**src/rtl/opsum_writeback_pkg.sv**
```systemverilog
// rtl/opsum_writeback_pkg.sv - shared types and constants for the opsum writeback path
package opsum_writeback_pkg;

  typedef enum logic [1:0] {
    LAYER_CONV   = 2'd0,
    LAYER_DWCONV = 2'd1,
    LAYER_FC     = 2'd2
  } layer_type_e;

  typedef enum logic [2:0] {
    IDLE  = 3'd0,
    WAIT  = 3'd1,
    POP   = 3'd2,
    WRITE = 3'd3,
    NEXT  = 3'd4,
    DONE  = 3'd5
  } wb_state_e;

  localparam logic [3:0] GLB_WEB_IDLE = 4'b1111;
  localparam logic [3:0] GLB_WEB_WORD = 4'b0000;

  // Only the low half of ch*plane survives the 32-bit truncation, so a 32-bit product suffices.
  function automatic logic [31:0] glb_word_addr(input logic [31:0] base,
                                                input logic [31:0] ch,
                                                input logic [31:0] plane,
                                                input logic [31:0] tok);
    logic [31:0] prod;
    prod = ch * plane;
    return base + ((prod + tok) << 2);
  endfunction

endpackage

```
**src/rtl/opsum_wb_addr_gen.sv**
```systemverilog
// rtl/opsum_wb_addr_gen.sv - channel/token counters and GLB address generation for writeback
module opsum_wb_addr_gen
  import opsum_writeback_pkg::*;
#(
  parameter int NUM_COL = 32,
  parameter int ADDR_W  = 32,
  parameter int CH_W    = 5
) (
  input  logic              clk,
  input  logic              rst,
  input  logic              load_i,
  input  logic              advance_i,
  input  logic [ADDR_W-1:0] base_i,
  input  logic [7:0]        oc_real_i,
  input  logic [31:0]       tokens_i,
  input  logic [31:0]       plane_words_i,
  output logic [CH_W-1:0]   ch_o,
  output logic [CH_W-1:0]   next_ch_o,
  output logic              last_o,
  output logic              zero_tokens_o,
  output logic [ADDR_W-1:0] addr_o
);

  logic [CH_W-1:0]   ch_q, ch_d;
  logic [31:0]       tok_q, tok_d;
  logic [CH_W-1:0]   oc_last_q, oc_last_d;
  logic [31:0]       tokens_q, tokens_d;
  logic [31:0]       plane_q, plane_d;
  logic [ADDR_W-1:0] base_q, base_d;

  logic [CH_W-1:0] oc_last_clamp;
  logic            ch_wrap;
  logic [CH_W-1:0] next_ch;

  // Channel count 0 behaves as 1, anything above the column count is clamped.
  always_comb begin
    if (oc_real_i == 8'd0) begin
      oc_last_clamp = '0;
    end else if ({24'd0, oc_real_i} > 32'(NUM_COL)) begin
      oc_last_clamp = CH_W'(NUM_COL - 1);
    end else begin
      oc_last_clamp = CH_W'(oc_real_i - 8'd1);
    end
  end

  assign ch_wrap = (ch_q == oc_last_q);
  assign next_ch = ch_wrap ? '0 : ch_q + CH_W'(1);

  always_comb begin
    ch_d      = ch_q;
    tok_d     = tok_q;
    oc_last_d = oc_last_q;
    tokens_d  = tokens_q;
    plane_d   = plane_q;
    base_d    = base_q;
    if (load_i) begin
      ch_d      = '0;
      tok_d     = '0;
      oc_last_d = oc_last_clamp;
      tokens_d  = tokens_i;
      plane_d   = plane_words_i;
      base_d    = base_i;
    end else if (advance_i) begin
      ch_d = next_ch;
      if (ch_wrap) begin
        tok_d = tok_q + 32'd1;
      end
    end
  end

  always_ff @(posedge clk) begin
    if (rst) begin
      ch_q      <= '0;
      tok_q     <= '0;
      oc_last_q <= '0;
      tokens_q  <= '0;
      plane_q   <= '0;
      base_q    <= '0;
    end else begin
      ch_q      <= ch_d;
      tok_q     <= tok_d;
      oc_last_q <= oc_last_d;
      tokens_q  <= tokens_d;
      plane_q   <= plane_d;
      base_q    <= base_d;
    end
  end

  assign ch_o          = ch_q;
  assign next_ch_o     = next_ch;
  assign last_o        = ch_wrap && (tok_q == tokens_q - 32'd1);
  assign zero_tokens_o = (tokens_q == 32'd0);
  assign addr_o        = ADDR_W'(glb_word_addr(32'(base_q), 32'(ch_q), plane_q, tok_q));

endmodule

```
**src/rtl/opsum_writeback.sv**
```systemverilog
// rtl/opsum_writeback.sv - drains opsum FIFO columns round-robin and writes words back to GLB
module opsum_writeback
  import opsum_writeback_pkg::*;
#(
  parameter int NUM_COL = 32,
  parameter int DATA_W  = 32,
  parameter int ADDR_W  = 32
) (
  input  logic                      clk,
  input  logic                      rst,
  input  logic                      wb_start_i,
  input  logic [ADDR_W-1:0]         opsum_GLB_base_addr_i,
  input  logic [7:0]                OC_real_i,
  input  logic [31:0]               tokens_i,
  input  logic [31:0]               plane_words_i,
  input  logic                      relu_en_i,
  input  logic [NUM_COL-1:0]        opsum_fifo_empty_matrix_i,
  input  logic [NUM_COL*DATA_W-1:0] opsum_fifo_pop_data_matrix_i,
  output logic [NUM_COL-1:0]        opsum_fifo_pop_matrix_o,
  output logic [3:0]                glb_web_o,
  output logic [ADDR_W-1:0]         glb_addr_o,
  output logic [DATA_W-1:0]         glb_write_data_o,
  output logic                      wb_busy_o,
  output logic                      wb_done_o
);

  localparam int CH_W = (NUM_COL > 1) ? $clog2(NUM_COL) : 1;

  wb_state_e           state_q, state_d;
  logic [NUM_COL-1:0]  pop_q, pop_d;
  logic [3:0]          web_q, web_d;
  logic [ADDR_W-1:0]   addr_q, addr_d;
  logic [DATA_W-1:0]   wdata_q, wdata_d;
  logic                busy_q, busy_d;
  logic                done_q, done_d;
  logic                relu_q, relu_d;

  logic                load;
  logic                advance;
  logic [CH_W-1:0]     wb_ch;
  logic [CH_W-1:0]     wb_next_ch;
  logic                wb_last;
  logic                wb_zero_tok;
  logic [ADDR_W-1:0]   wb_addr;
  logic [DATA_W-1:0]   head;
  logic [DATA_W-1:0]   head_relu;

  assign load    = (state_q == IDLE) && wb_start_i;
  assign advance = (state_q == NEXT);

  opsum_wb_addr_gen #(
    .NUM_COL (NUM_COL),
    .ADDR_W  (ADDR_W),
    .CH_W    (CH_W)
  ) u_addr_gen (
    .clk           (clk),
    .rst           (rst),
    .load_i        (load),
    .advance_i     (advance),
    .base_i        (opsum_GLB_base_addr_i),
    .oc_real_i     (OC_real_i),
    .tokens_i      (tokens_i),
    .plane_words_i (plane_words_i),
    .ch_o          (wb_ch),
    .next_ch_o     (wb_next_ch),
    .last_o        (wb_last),
    .zero_tokens_o (wb_zero_tok),
    .addr_o        (wb_addr)
  );

  assign head      = opsum_fifo_pop_data_matrix_i[32'(wb_ch)*DATA_W +: DATA_W];
  assign head_relu = (relu_q && head[DATA_W-1]) ? '0 : head;

  // NEXT jumps straight to POP when the next column already has data, giving 3 cycles per word.
  always_comb begin
    state_d = state_q;
    pop_d   = '0;
    web_d   = GLB_WEB_IDLE;
    addr_d  = addr_q;
    wdata_d = wdata_q;
    busy_d  = busy_q;
    done_d  = 1'b0;
    relu_d  = relu_q;
    case (state_q)
      IDLE: begin
        if (wb_start_i) begin
          state_d = WAIT;
          busy_d  = 1'b1;
          relu_d  = relu_en_i;
        end
      end
      WAIT: begin
        if (wb_zero_tok) begin
          state_d = DONE;
          busy_d  = 1'b0;
          done_d  = 1'b1;
        end else if (!opsum_fifo_empty_matrix_i[wb_ch]) begin
          state_d      = POP;
          pop_d[wb_ch] = 1'b1;
        end
      end
      POP: begin
        state_d = WRITE;
      end
      WRITE: begin
        wdata_d = head_relu;
        web_d   = GLB_WEB_WORD;
        addr_d  = wb_addr;
        state_d = NEXT;
      end
      NEXT: begin
        if (wb_last) begin
          state_d = DONE;
          busy_d  = 1'b0;
          done_d  = 1'b1;
        end else if (!opsum_fifo_empty_matrix_i[wb_next_ch]) begin
          state_d           = POP;
          pop_d[wb_next_ch] = 1'b1;
        end else begin
          state_d = WAIT;
        end
      end
      DONE: begin
        state_d = IDLE;
      end
      default: begin
        state_d = IDLE;
        busy_d  = 1'b0;
      end
    endcase
  end

  always_ff @(posedge clk) begin
    if (rst) begin
      state_q <= IDLE;
      pop_q   <= '0;
      web_q   <= GLB_WEB_IDLE;
      addr_q  <= '0;
      wdata_q <= '0;
      busy_q  <= 1'b0;
      done_q  <= 1'b0;
      relu_q  <= 1'b0;
    end else begin
      state_q <= state_d;
      pop_q   <= pop_d;
      web_q   <= web_d;
      addr_q  <= addr_d;
      wdata_q <= wdata_d;
      busy_q  <= busy_d;
      done_q  <= done_d;
      relu_q  <= relu_d;
    end
  end

  assign opsum_fifo_pop_matrix_o = pop_q;
  assign glb_web_o               = web_q;
  assign glb_addr_o              = addr_q;
  assign glb_write_data_o        = wdata_q;
  assign wb_busy_o               = busy_q;
  assign wb_done_o               = done_q;

endmodule

```
**config.mk**
```make
export PLATFORM = sky130hd
export DESIGN_NAME = opsum_writeback
export DESIGN_NICKNAME = d
export VERILOG_FILES = /design/src/rtl/opsum_writeback_pkg.sv /design/src/rtl/opsum_wb_addr_gen.sv /design/src/rtl/opsum_writeback.sv
export SDC_FILE = /design/constraint.sdc
export NUM_CORES = 1
export LEC_CHECK = 0
export CAP_MARGIN = 20
export CORE_AREA = 4 4 490 492
export DETAILED_ROUTE_END_ITERATION = 6
export DIE_AREA = 0 0 494 496
export PLACE_DENSITY_LB_ADDON = 0.3
export SKIP_CTS_REPAIR_TIMING = 1
export SYNTH_ARGS = -nofsm -noshare
export SYNTH_HDL_FRONTEND = slang
export SYNTH_HIERARCHICAL = 1
export SYNTH_SLANG_ARGS = --single-unit
export TNS_END_PERCENT = 30
```
**constraint.sdc**
```tcl
create_clock -name clk -period 19.8 [get_ports clk]
set_input_delay 2.97 -clock clk [delete_from_list [all_inputs] [get_ports clk]]
set_output_delay 2.97 -clock clk [all_outputs]
set_load 0.03 [all_outputs]
```
=== Word level (Yosys, flattened, before mapping) ===
Index checks and enable logic that the tools add are counted.

* Output and inout bits: 102
* Register bits after elaboration: 244

* Bitwise logic cells: 1
* $lt $le $gt $ge: 5
* Shifts and indexed selects: 1
* $mul: 1
* Reduce and logical (&&, ||, !) cells: 14
* Mux-type cells: 31
* Eq/ne operators: 11
* $add $sub $neg: 6

{| class="wikitable"
|+ Operators by type and width
! operator !! number
|-
| variable part select 1024 x 11 -> 32 bit || 1
|-
| two-way mux 32 bit || 5
|-
| case mux 32 bit (2 select lines) || 1
|-
| adder 32 x 1 -> 32 bit (second input constant) || 1
|-
| adder 32 bit || 1
|-
| == test 32 bit || 1
|-
| zero test 32 bit || 1
|-
| multiplier 5 x 32 -> 30 bit || 1
|-
| subtractor 32 x 1 -> 32 bit (second input constant) || 1
|-
| adder 30 bit || 1
|-
| two-way mux 5 bit || 3
|-
| case mux 3 bit (5 select lines) || 1
|-
| < comparator 5 x 6 -> 1 bit (second input constant) || 2
|-
| two-way mux 3 bit || 4
|-
| binary-select mux 1 bit (select 5 bit) || 2
|-
| demux 1 bit (select 5 bit) || 2
|-
| >= comparator 5 x 1 -> 1 bit (second input constant) || 2
|-
| two-way mux 1 bit || 9
|-
| > comparator 8 x 6 -> 1 bit (second input constant) || 1
|-
| zero test 8 bit || 1
|-
| == test 3 x 2 -> 1 bit (second input constant) || 2
|-
| == test 3 bit (second input constant) || 2
|-
| AND reduction 2 bit || 3
|-
| adder 5 x 1 -> 5 bit (second input constant) || 1
|-
| other kinds (16) || 21
|}

=== Depth between registers and ports, before layout ===
* Depth after elaboration: 9
* Depth in mapped cells: 29
* Gate-level depth less buffers: 27

=== Hierarchy ===
The synthesis kept the hierarchy.

{| class="wikitable"
|+ Modules (own cells, without submodules)
! module !! cells each !! area an instance (um^2) !! times used
|-
| opsum_writeback || 1500 || 12882.4 || 1
|-
| opsum_wb_addr_gen || 1481 || 12642.1 || 1
|}

=== Worst setup path before layout ===
No wires, ideal clock.

* Path type: register to register
* Start: reg u_addr_gen.ch_q[3] (netlist: u_addr_gen/ch_o[3])
* End: reg addr_q[31] (netlist: glb_addr_o[31])
* Arrival: 6345 ps
* Setup time: 70 ps
* Stages on the path, launching flop included: 28
* Setup slack: 13384 ps
* Cells stage by stage: dfxtp_1 -> clkbuf_1 -> clkbuf_1 -> and2_1 -> fa_1 -> fa_1 -> inv_1 -> fa_1 -> inv_1 -> ha_1 -> and3_1 -> and3_1 -> a22o_1 -> nor3_1 -> o21bai_1 -> a21o_1 -> a21oi_1 -> xnor2_1 -> ha_1 -> a21o_1 -> a21o_1 -> or3_1 -> o21ai_0 -> o21ai_0 -> o41ai_1 -> xnor2_1 -> nand2_1 -> a21oi_1

* Cells in the longest elaborated chain, start to end: 3

{| class="wikitable"
|+ Ends and longest elaborated chain
! element !! RTL line !! RTL
|-
| start: declaration || opsum_wb_addr_gen.sv:24 || <nowiki>logic [CH_W-1:0] ch_q, ch_d;</nowiki>
|-
| start signal: assignment || opsum_wb_addr_gen.sv:80 || <nowiki>ch_q <= ch_d;</nowiki>
|-
| multiplier 5 x 32 -> 30 bit || opsum_writeback_pkg.sv:28 || <nowiki>prod = ch * plane;</nowiki>
|-
| adder 30 bit || opsum_writeback_pkg.sv:29 || <nowiki>return base + ((prod + tok) << 2);</nowiki>
|-
| adder 32 bit || opsum_writeback_pkg.sv:29 ||
|-
| via wb_addr[31] || opsum_writeback.sv:44 || <nowiki>logic [ADDR_W-1:0] wb_addr;</nowiki>
|-
| end signal: assignment || opsum_writeback.sv:147 || <nowiki>addr_q <= addr_d;</nowiki>
|-
| end: declaration || opsum_writeback.sv:32 || <nowiki>logic [ADDR_W-1:0] addr_q, addr_d;</nowiki>
|}

The timed path passes the listed nets, and every way through them passes these cells.
A chain may end at the register's enable or synchronous reset.

=== Final worst setup path ===
* Start: reg u_addr_gen.ch_q[1] (netlist: u_addr_gen/ch_o[1])
* End: reg addr_q[31] (netlist: glb_addr_o[31])

Same word-level chain as after synthesis.

==> results.txt <==
run status = complete, but fails checks
violated checks = DRC
I/O pins = 1,266
number of nets in the layout = 5,464
Seq cells post-synth = 239
Remaining Overflow, GRT = 0
max cap viols = 0
area of the mapped netlist = 25,520 um2
startpoint of the lowest-slack hold path = u_addr_gen/base_q[0]$_SDFFE_PP0P_
post-route DRC violation count = 1
data arrival time of the critical path = 8.05 ns
first-pass iteration count of the detailed router = 7
f_max = 0.1325 GHz
power density over the cells = 48.86 nW/um2
Synth-to-Final Area Change = 69.39%
R2R Path Start = u_addr_gen/ch_o[1]$_SDFFE_PP0P_
post-layout instance count excluding filler cells = 7,404
routed len/inst = 33.81 um
sinks on the clock net = 239
number of setup violations in the final report = 0
total power of the final layout = 2.112 mW
proportion of register bits with asynchronous set or reset after synthesis = 0%
maximum number of pins on one net before global-route repair = 109
worst slew margin relative to its limit = 18.35%
RSZ-0062 raised after global routing = no
number of rows created at floorplan = 178
number of vias per cell after detailed routing = 3.969
total of buffers placed on input and output ports = 1,263
final total negative setup slack = 0 ns
wire length of the first global-routing pass = 308.9 mm
via count of the routed design = 29,390
period utilization = 38.13%
die span in y = 496 um
classification of the worst setup path = flip-flop to flip-flop
estimated wirelength of the detail-placed design = 221.6 mm
overall global routing resource usage = 19.31%
Hold Violations, Final = 0
clock slew at reported path FFs = 0.07 ns
Root Driver = clkbuf_16
later-pin clock latency in the skew report = 0.62 ns
final RePlAce weighted congestion = 0.9580
kind of start point of the critical path = flip-flop
Placed Area = 41,720 um2
horizontal die dimension = 494 um
Critical Path Fanout Max = 39
WL final = 250.4 mm
Core ar. = 235,200 um2
instance count of the mapped netlist = 2,981
most used flip-flop cell after synthesis = dfxtp_1
buffer levels on the longest clock path = 3
placed cell count = 7,237
met1 global-route usage = 21.53%
synthesis warning total = 6
fin. max-slew vios = 0
number of design-rule violations left by the first detailed-router iteration = 2,023
count of nets left with antenna violations after detail routing = 0
CTS HTree Levels = 2
data required time at the worst endpoint = 20.30 ns
fin crit period = 7.550 ns
EDFF count, synth = 0
busiest grt layer = met2
vias in the first global route = 28,890
cell area after layout = 43,240 um2
total CTS buffers = 35
maximum ir drop on the vdd rail = 0.05156 mV
slew at the pin with the worst max-slew slack = 1.191 ns
Worst Skew = 0.04440 ns
CTS tree = built
startpoint of the worst setup timing path = u_addr_gen/ch_o[1]$_SDFFE_PP0P_
Static Leakage = 14.34 nW
crit path capture type = flip-flop
met2 Use GR = 34.60%
number of nets produced by synthesis = 4,320
Seq/Total Area, Yosys = 18.75%
GR Util met3 = 5.269%
fill cell count = 26,370
initial core utilization = 10.85%
post-synthesis area per instance = 8.562 um2
number of unique standard cell types used by synthesis = 89
Total Die Area = 245,000 um2
class of the tightest hold or removal check = flip-flop to flip-flop
antenna violations before repair = 202
share of layout cells above drive strength 1 = 4.384%
-- flip-flops by register name, summed over array words and instances (netlist names) --
signal and flops:
glb_addr_o 32, glb_web_o 1, glb_write_data_o 32, opsum_fifo_pop_matrix_o 32, relu_q 1, state_q 3, u_addr_gen/base_q 32, u_addr_gen/ch_o 5
u_addr_gen/oc_last_q 5, u_addr_gen/plane_q 30, u_addr_gen/tok_q 32, u_addr_gen/tokens_q 32, wb_busy_o 1, wb_done_o 1
-- stage by stage --
stage	hold slack, ns	setup slack (ns)	util, %
floorplan	0.4474	13.38	-
global placement	0.4382	12.28	17.73
detailed placement	0.4420	12.20	17.74
CTS	0.4437	12.15	18.26
global route	0.4721	11.78	18.33
finish	0.4473	12.25	18.38
-- layer usage --
layer	share of wire [%]	vias to the layer above
li1	-	13300
met2	51	1404
met4	4.4	58
met1	37	14240
met5	0.15	-
met3	7.5	392
-- path summary, 6_finish.rpt --
check | slack, ns | endpoint | cells after the start
setup / recovery | 12.25 | glb_addr_o[31]$_SDFFE_PP0P_ | 25
hold / removal | 0.45 | glb_addr_o[0]$_SDFFE_PP0P_ | 2
setup reg to reg | 12.25 | glb_addr_o[31]$_SDFFE_PP0P_ | 25
hold reg to reg | 0.45 | glb_addr_o[0]$_SDFFE_PP0P_ | 2
-- critical path: stages (launching register included) --
cell and delay (ns):
dfxtp_4 0.69, and2_1 0.23, fa_1 0.46, fa_1 0.51, inv_1 0.06, fa_1 0.53, inv_1 0.05, ha_1 0.38
and4_1 0.30, nand3_1 0.10, a211oi_1 0.38, nor3_1 0.14, o21bai_1 0.38, a21o_1 0.18, a21oi_1 0.07, xnor2_1 0.57
ha_1 0.39, a21o_1 0.18, a21o_1 0.19, or3_1 0.36, o21ai_0 0.31, o21ai_0 0.23, o41ai_1 0.33, xnor2_1 0.16
nand2_1 0.08, a21oi_1 0.14
-- cells by family (layout without fill, tap and decap cells) --
logic type / count (synthesis) / count (layout) / synth area share [%]
AO/OA/AOI/OAI: 581 / 581 / 16.00
XOR/XNOR: 133 / 133 / 4.564
multiplexers: 639 / 639 / 25.31
other: 0 / 103 / 0
flip-flops: 239 / 239 / 18.75
adder cells (fa/ha/maj): 175 / 175 / 11.70
buffers and inverters: 368 / 1538 / 6.382
AND/OR/NAND/NOR: 846 / 846 / 17.30
-- power breakdown --
part | switching (mW) | internal (mW)
clock | 0.287 | 0.408
combinational | 0.415 | 0.404
sequential | 0.0685 | 0.531
total | 0.770 | 1.34
-- layout make-up --
cell class	count	area, um2	share of cell area, %
well taps	3150	3941	9.116
inverters	150	563.0	1.302
diodes	103	257.7	0.5962
clock inverters	20	290.3	0.6714
repair buffers	1325	13160	30.44
clock buffers	43	935.9	2.165
flip-flops and latches	239	4803	11.11
multi-input cells	2374	19280	44.60
-- cell usage after synthesis (30+ instances only) --
library cell,count,area (um2)
mux2i_1,633,6336
nor3_1,34,170.2
fa_1,106,2122
inv_1,150,563.0
xor2_1,52,455.4
buf_4,30,225.2
o31ai_1,36,270.3
or2_0,30,187.7
clkbuf_1,131,491.7
o21ai_0,46,230.2
dfxtp_1,239,4785
a21oi_1,93,465.5
nand2_1,199,747.0
ha_1,69,863.3
xnor2_1,81,709.4
nand3_1,43,215.2
nor2_1,205,769.5
nand4_1,88,550.5
a22oi_1,243,1824
buf_2,37,185.2
and2_1,107,669.4
-- placed cells by master (no fill, tap or decap), types with 13 or more instances in the layout --
master,count
clkbuf_16,35
inv_1,150
and3_1,20
diode_2,103
a21o_1,20
xor2_1,52
buf_4,59
dfxtp_1,234
a211oi_1,13
o22ai_1,28
mux2i_1,630
nand3_1,43
nor2_1,203
o32ai_1,27
o31ai_1,36
and2_1,107
nand4_1,88
xnor2_1,81
clkdlybuf4s50_1,1262
or2_0,30
o21ai_0,46
nor3_1,34
fa_1,106
nor2b_1,15
ha_1,69
a21oi_1,93
nand2_1,199
a22oi_1,243
Power figures use the tool's default switching activity.
